===== src/rtl/axi_lite_cfg_writer.sv =====
// AXI-Lite configuration master: writes REG_NUM payload words to consecutive
// engine registers, then waits for engine completion by interrupt or polling.
module axi_lite_cfg_writer #(
   parameter int                    DATA_WIDTH    = 32,
   parameter int                    ADDR_WIDTH    = 32,
   parameter int                    PAYLOAD_WIDTH = 1024,
   parameter int                    REG_NUM       = 15,
   parameter logic [ADDR_WIDTH-1:0] BASE_ADDR     = '0,
   parameter int                    ADDR_STRIDE   = 4,
   parameter int                    DONE_MODE     = 0,
   parameter logic [ADDR_WIDTH-1:0] POLL_ADDR     = 'h80,
   parameter int                    POLL_BIT      = 0,
   parameter int                    POLL_GAP      = 16
) (
   input  logic                     clk,
   input  logic                     rst,
   input  logic                     engine_start,
   input  logic [PAYLOAD_WIDTH-1:0] payload,
   input  logic                     engine_interrupt,
   output logic                     engine_busy,
   output logic                     engine_done,
   output logic                     engine_error,
   output logic                     m_axi_awvalid,
   input  logic                     m_axi_awready,
   output logic [ADDR_WIDTH-1:0]    m_axi_awaddr,
   output logic [2:0]               m_axi_awprot,
   output logic                     m_axi_wvalid,
   input  logic                     m_axi_wready,
   output logic [DATA_WIDTH-1:0]    m_axi_wdata,
   output logic [DATA_WIDTH/8-1:0]  m_axi_wstrb,
   input  logic                     m_axi_bvalid,
   output logic                     m_axi_bready,
   input  logic [1:0]               m_axi_bresp,
   output logic                     m_axi_arvalid,
   input  logic                     m_axi_arready,
   output logic [ADDR_WIDTH-1:0]    m_axi_araddr,
   output logic [2:0]               m_axi_arprot,
   input  logic                     m_axi_rvalid,
   output logic                     m_axi_rready,
   input  logic [DATA_WIDTH-1:0]    m_axi_rdata,
   input  logic [1:0]               m_axi_rresp
);

   localparam logic [2:0] ST_IDLE     = 3'd0;
   localparam logic [2:0] ST_WR       = 3'd1;
   localparam logic [2:0] ST_WRESP    = 3'd2;
   localparam logic [2:0] ST_WAIT_IRQ = 3'd3;
   localparam logic [2:0] ST_POLL_AR  = 3'd4;
   localparam logic [2:0] ST_POLL_R   = 3'd5;
   localparam logic [2:0] ST_POLL_GAP = 3'd6;
   localparam logic [2:0] ST_DONE     = 3'd7;

   localparam logic [ADDR_WIDTH-1:0] STRIDE   = ADDR_WIDTH'(ADDR_STRIDE);
   localparam logic [4:0]            LAST_IDX = 5'(REG_NUM - 1);
   localparam logic [7:0]            GAP_LAST = 8'(POLL_GAP - 1);

   logic [2:0]               state;
   logic [4:0]               idx;
   logic [7:0]               gap_cnt;
   logic                     irq_latch;
   logic [PAYLOAD_WIDTH-1:0] payload_q;
   logic                     aw_ok;
   logic                     w_ok;
   logic                     unused_rdata;

   assign m_axi_awprot = 3'b000;
   assign m_axi_arprot = 3'b000;
   assign m_axi_wstrb  = '1;
   assign m_axi_araddr = POLL_ADDR;
   // The current word always sits in the low slice of the shifting payload copy.
   assign m_axi_wdata  = payload_q[DATA_WIDTH-1:0];
   assign unused_rdata = ^m_axi_rdata;

   // A channel is complete once its valid has dropped or it handshakes now.
   assign aw_ok = !m_axi_awvalid || m_axi_awready;
   assign w_ok  = !m_axi_wvalid  || m_axi_wready;

   // NOTE: every register here uses <= so all next-state terms read the
   // pre-edge values; the payload copy is reset too because wdata must read 0.
   always_ff @(posedge clk or posedge rst) begin
      if (rst) begin
         state         <= ST_IDLE;
         idx           <= '0;
         gap_cnt       <= '0;
         irq_latch     <= 1'b0;
         payload_q     <= '0;
         m_axi_awaddr  <= BASE_ADDR;
         m_axi_awvalid <= 1'b0;
         m_axi_wvalid  <= 1'b0;
         m_axi_bready  <= 1'b0;
         m_axi_arvalid <= 1'b0;
         m_axi_rready  <= 1'b0;
         engine_busy   <= 1'b0;
         engine_done   <= 1'b0;
         engine_error  <= 1'b0;
      end else begin
         if (m_axi_awvalid && m_axi_awready) m_axi_awvalid <= 1'b0;
         if (m_axi_wvalid && m_axi_wready)   m_axi_wvalid  <= 1'b0;
         if (engine_busy && engine_interrupt) irq_latch <= 1'b1;

         case (state)
            ST_IDLE, ST_DONE: begin
               if (engine_start) begin
                  payload_q     <= payload;
                  idx           <= '0;
                  irq_latch     <= 1'b0;
                  m_axi_awaddr  <= BASE_ADDR;
                  m_axi_awvalid <= 1'b1;
                  m_axi_wvalid  <= 1'b1;
                  engine_busy   <= 1'b1;
                  engine_done   <= 1'b0;
                  engine_error  <= 1'b0;
                  state         <= ST_WR;
               end
            end
            ST_WR: begin
               if (aw_ok && w_ok) begin
                  m_axi_bready <= 1'b1;
                  state        <= ST_WRESP;
               end
            end
            ST_WRESP: begin
               if (m_axi_bvalid) begin
                  m_axi_bready <= 1'b0;
                  if (m_axi_bresp != 2'b00) begin
                     engine_error <= 1'b1;
                     engine_busy  <= 1'b0;
                     engine_done  <= 1'b1;
                     state        <= ST_DONE;
                  end else if (idx == LAST_IDX) begin
                     if (DONE_MODE == 1) begin
                        m_axi_arvalid <= 1'b1;
                        state         <= ST_POLL_AR;
                     end else begin
                        state <= ST_WAIT_IRQ;
                     end
                  end else begin
                     idx           <= idx + 5'd1;
                     m_axi_awaddr  <= m_axi_awaddr + STRIDE;
                     payload_q     <= payload_q >> DATA_WIDTH;
                     m_axi_awvalid <= 1'b1;
                     m_axi_wvalid  <= 1'b1;
                     state         <= ST_WR;
                  end
               end
            end
            ST_WAIT_IRQ: begin
               if (irq_latch || engine_interrupt) begin
                  engine_busy <= 1'b0;
                  engine_done <= 1'b1;
                  state       <= ST_DONE;
               end
            end
            ST_POLL_AR: begin
               if (m_axi_arready) begin
                  m_axi_arvalid <= 1'b0;
                  m_axi_rready  <= 1'b1;
                  state         <= ST_POLL_R;
               end
            end
            ST_POLL_R: begin
               if (m_axi_rvalid) begin
                  m_axi_rready <= 1'b0;
                  if (m_axi_rresp != 2'b00 || m_axi_rdata[POLL_BIT]) begin
                     engine_error <= (m_axi_rresp != 2'b00);
                     engine_busy  <= 1'b0;
                     engine_done  <= 1'b1;
                     state        <= ST_DONE;
                  end else begin
                     gap_cnt <= '0;
                     state   <= ST_POLL_GAP;
                  end
               end
            end
            ST_POLL_GAP: begin
               if (gap_cnt == GAP_LAST) begin
                  m_axi_arvalid <= 1'b1;
                  state         <= ST_POLL_AR;
               end else begin
                  gap_cnt <= gap_cnt + 8'd1;
               end
            end
            default: state <= ST_IDLE;
         endcase
      end
   end

endmodule


===== config.mk =====
export PLATFORM = sky130hd
export DESIGN_NAME = axi_lite_cfg_writer
export DESIGN_NICKNAME = d
export VERILOG_FILES = /design/src/rtl/axi_lite_cfg_writer.sv
export SDC_FILE = /design/constraint.sdc
export NUM_CORES = 2
export LEC_CHECK = 0
export ABC_AREA = 1
export CORE_AREA = 3 3 466 468
export CTS_CLUSTER_SIZE = 24
export DETAILED_ROUTE_END_ITERATION = 8
export DIE_AREA = 0 0 469 471
export SLEW_MARGIN = 40
export SYNTH_ARGS = -nofsm -noshare
export SYNTH_HDL_FRONTEND = slang
export SYNTH_SLANG_ARGS = --single-unit

===== constraint.sdc =====
create_clock -name clk -period 53.4 [get_ports clk]
set_input_delay 13.35 -clock clk [delete_from_list [all_inputs] [get_ports clk]]
set_output_delay 13.35 -clock clk [all_outputs]
set_load 0.05 [all_outputs]

# == After elaboration in Yosys (flattened, before gate mapping) ==
# Index checks and enable logic that the tools add are counted.
# classes
addsub,3
multipliers,0
div,0
n_lt_le_gt_ge,0
eq_ne,22
shift,0
mux,71
bitwise,0
n_reduce_logical,29
# op_table
operator,count
two-way mux 1024 bit,4
case mux 1024 bit (2 select lines),1
two-way mux 32 bit,4
case mux 32 bit (2 select lines),1
two-way mux 1 bit,34
adder 32 x 3 -> 32 bit (second input constant),1
!= test 2 bit (second input constant),13
two-way mux 3 bit,8
two-way mux 8 bit,3
case mux 3 bit (7 select lines),1
two-way mux 5 bit,4
case mux 8 bit (2 select lines),1
AND reduction 7 bit,2
nonzero test 2 bit,7
== test 3 bit (second input constant),4
case mux 1 bit (2 select lines),5
case mux 5 bit (2 select lines),1
AND reduction 3 bit,3
adder 8 x 1 -> 8 bit (second input constant),1
== test 8 x 4 -> 1 bit (second input constant),1
case mux 1 bit (4 select lines),2
== test 3 x 2 -> 1 bit (second input constant),2
AND reduction 6 bit,1
adder 5 x 1 -> 5 bit (second input constant),1
other kinds (13),20
# word_totals
register_bits,1081
latch_bits,0
ramBits,0
romBits,0
input_bits,1069
n_memories,0

# == Logic depth before layout (Yosys ltp) ==
# logic_depth
depth_word,6
mapped_depth,15
ltp_nobuf,12

# == Worst setup path before layout ==
# OpenSTA, ideal clock, no wires.
# synth_timing
path_type,input -> register
from,input port engine_start
to,register payload_q[584]
setup_time_ps,116
t_arrival_ps,14504
setup_slack_ps,38779
stages,11
path_buffers,4
cell_sequence,buf_1 inv_1 nand2_1 nand2_1 nor2_4 inv_2 buf_4 buf_2 buf_2 nand2_1 nand2_1
# synth_via
elab_chain_cells,2
# synth_rtl
item,line_no,rtl
from (decl),17,"input logic engine_start,"
!= test 2 bit (no line),n/a,
AND reduction 5 bit (no line),n/a,
to (signal assigned),104,payload_q <= payload;
to (signal assigned),140,payload_q <= payload_q >> DATA_WIDTH;
to (decl),61,logic [PAYLOAD_WIDTH-1:0] payload_q;
# No other way between the ends.
# A chain may end at the register's enable or synchronous reset.

# == Final worst setup path ==
# layout_timing
from,input port engine_start
to,register payload_q[85]
# Same word-level chain as after synthesis.

==> impl_metrics.csv <==
group,metric,value,unit
power_and_ir_drop,p_per_area,58.3,nW/um^2
die,core-area,214000,um^2
clocking,library_cell_used_as_clock_root_buffer,"clkbuf_16",
clocking,cts.htree.levels,4,
setup_path,worstSetupPathType,"input port to flop",
power_and_ir_drop,power_leakage,38.4,nW
setup_path,timing.critical_path.slowest_cell_delay,0.63,ns
setup_path,ff_to_ff_path_depth,11,
final_layout,flip_flop_and_latch_area,27000,um^2
run,max_cap_viol_count,0,
timing,final_period_minus_worst_setup_slack,16.85,ns
setup_path,worst_path_most_repeated_cell,"nand2_1",
synth,syn_area,54400,um^2
synth,synth.most_common_cell,"nand2_1",
setup_path,worstSetupStartpoint,"engine_start",
clocking,cts_hold_buffers,0,
timing,relative_slew_slack,0.330,
die,io_pins,1183,
outcome,status,"complete, no violations",
final_layout,multi_input_comb_area,24600,um^2
clocking,postcts_resize_cnt,0,
die,die_h,471,um
detailed_routing,drt_first_pass_iters,8,
timing,setup-violations-final,0,
synth,syn-mean-instance-area,6.73,um^2
setup_path,critical-path-top-delay-family,"buffers and inverters",
clocking,cts_tree,"yes",
global_route,grt_usage,0.202,
hold_path,hold_path_class,"flop to flop",
global_route,via_count_of_the_first_global_routing_pass,51900,
clocking,clk_transition_reported_paths,0.06,ns
detailed_routing,detail_route.drc_violations,0,
placement,number_of_placed_instances_with_taps_included,11600,
global_route,grt_pass1_wl,335000,um
clocking,cts_post_setup_buffers_inserted,0,
setup_path,cp_data_required_time,54.10,ns
global_route,grt_max_degree,204,
die,core.rowCount,170,
clocking,insertion_delay,0.79,ns
final_layout,layout.cell_area.non_filler,72100,um^2
power_and_ir_drop,vdd_ir_drop_max,0.0535,mV
placement,detailedPlacementHpwl,169000,um
placement,routabilityCongestion,0.931,
synth,postSynthRegisterBits,1079,
setup_path,worst-endpoint-arrival,17.55,ns
final_layout,post_route_cells_drive_above_1_share,0.0325,
synth,synthTopCellsByArea,"dfrtp_1 50%, nand2_1 42%, buf_2 1.7%",
detailed_routing,drt_first_iter_violations,5064,
timing,tightest_slew,1.01,ns
synth,cell_type_with_the_largest_total_area_after_synthesis,"dfrtp_1",
hold_path,min_delay_path_depth,2,
final_layout,fill_cells,23200,
detailed_routing,antenna_left,0,
die,die_boundary_width,469,um
synth,synth.distinct_cells,29,
timing,max_freq,0.0593,GHz
synth,yosys_warnings,0,
clocking,cts.path.max_buffers,3,
die,dieArea,221000,um^2
setup_path,worst_path_max_delay_cell,"buf_4",
timing,timing.setup.tns,0,ns
setup_path,timing.rr.start,"state[0]$_DFFE_PP0P_",
synth,synthArstFlopShare,1.00,
placement,placement.io_buffers,1107,
synth,synth_edf_count,0,
setup_path,cp-start-kind,"input port",
final_layout,finalNetCount,9970,
die,initial_core_util,0.254,
detailed_routing,routed_wl,231000,um
detailed_routing,wl_per_cell,19.4,um
setup_path,path_buf_inv,7,
synth,synth-main-ff-cell,"dfrtp_1",
setup_path,path_max_fanout,134,
timing,fin_worst_skew,0.0513,ns
global_route,grt_antenna_before_repair,109,
synth,synth.top_cells.by_count,"6091 x nand2_1, 1079 x dfrtp_1, 235 x clkbuf_1, 184 x buf_2, 108 x buf_4",
synth,syn_inst,8089,
clocking,cts_num_sinks,1079,
detailed_routing,vias_per_cell,4.49,
timing,final-hold-violation-count,0,
setup_path,endpoint_kind_of_the_worst_setup_timing_path,"flop",
setup_path,crit_chain,"buf_2 -> inv_1 -> nand2_1 -> nand2_1 -> nor2_4 -> buf_4 -> buf_12 -> buf_16 -> buf_12 -> buf_16 -> nand2_1 -> nand2_1",
final_layout,layout.cells.non_filler,11900,
detailed_routing,via_count,53400,
timing,slew_viol_final,0,
synth,yosysSeqAreaShare,0.496,
global_route,grt_remaining_overflow,0,
timing,setup_repair_after_global_routing_missed_its_margin,"false",
final_layout,areaGrowthSynthToFinish,32.5,%
hold_path,hold_path_startpoint,"payload_q[517]$_DFFE_PP0P_",
setup_path,cp_num_cells,12,
synth,yosys.area.top_type_share,0.496,
clocking,cts_inserted_buffers,133,
placement,placedInstanceArea,67300,um^2
timing,finalCritPeriodShare,0.316,
## flip-flops by register name, indices dropped and copies added, names as in the netlist
register and flops:
payload_q 1024, m_axi_awaddr 30, gap_cnt 8, idx 5
state 3, engine_busy 1, engine_done 1, engine_error 1
irq_latch 1, m_axi_arvalid 1, m_axi_awvalid 1, m_axi_bready 1
m_axi_rready 1, m_axi_wvalid 1
## metal layers
layer  GRT usage  share of wire  vias to the layer above  routed length (um)
met5           0         0.0011                        -                 261
met4       0.110          0.050                       38               11500
met3      0.0463          0.070                      376               16200
met2       0.339           0.49                     1807              113000
met1       0.238           0.39                    25400               89600
li1            -              -                    25800                   -
## layout by cell type, fill, tap and decap left out, types with 7 or more instances in the layout
master	n
conb_1	44
buf_4	23
buf_6	22
dfrtp_1	1079
nand4_1	23
or2_2	11
a21oi_1	8
clkbuf_16	136
clkinv_2	18
inv_1	75
buf_16	8
buf_12	12
o21ai_0	86
diode_2	80
nor2_1	65
clkbuf_8	29
nand3_1	71
xor2_1	11
nand2_1	6091
clkdlybuf4s50_1	1106
bufinv_16	7
clkbuf_1	25
## worst min-delay path: stages (launching register included)
cell and delay [ns]:
dfrtp_1 0.34, nand2_1 0.05, nand2_1 0.04
## logic make-up after synthesis
family	Yosys count	share of synthesized area
AO/OA/AOI/OAI	102	0.00975
flip-flops	1079	0.496
other	2	0.000138
XOR/XNOR	11	0.00177
adder cells (fa/ha/maj)	4	0.000920
buffers and inverters	620	0.0548
AND/OR/NAND/NOR	6271	0.436
## final cells by class
class / instances / share of cell area
repair buffers: 1172 / 0.166
flip-flops and latches: 1079 / 0.375
diodes: 80 / 0.00278
well taps: 2838 / 0.0493
multi-input cells: 6432 / 0.341
inverters: 79 / 0.00446
clock inverters: 41 / 0.00779
clock buffers: 190 / 0.0541
## through the flow
stage	worst slack [ns]	utilization	total power, mW	hold slack [ns]
global placement	34.89	0.313	3.23	0.453
floorplan	9.67	-	2.75	0.442
finish	36.55	0.337	4.21	0.467
detailed placement	35.09	0.314	3.29	0.458
global route	36.32	0.337	4.57	0.480
CTS	35.96	0.335	4.24	0.471
## path summary, 6_finish.rpt
check	end	slack [ns]
max	payload_q[85]$_DFFE_PP0P_	36.55
min	payload_q[517]$_DFFE_PP0P_	0.47
max reg2reg	payload_q[456]$_DFFE_PP0P_	48.31
min reg2reg	payload_q[517]$_DFFE_PP0P_	0.47
max in group asynchronous	payload_q[634]$_DFFE_PP0P_	37.06
min in group asynchronous	gap_cnt[3]$_DFFE_PP0P_	12.95
## power breakdown
part | leakage, nW | total [mW] | switching (mW) | internal [mW]
clock network | 2.20 | 0.930 | 0.385 | 0.545
registers | 13.6 | 1.42 | 0.201 | 1.22
logic | 22.7 | 1.86 | 1.30 | 0.554
total | 38.4 | 4.21 | 1.89 | 2.31
(Power assumes the default switching activity.)
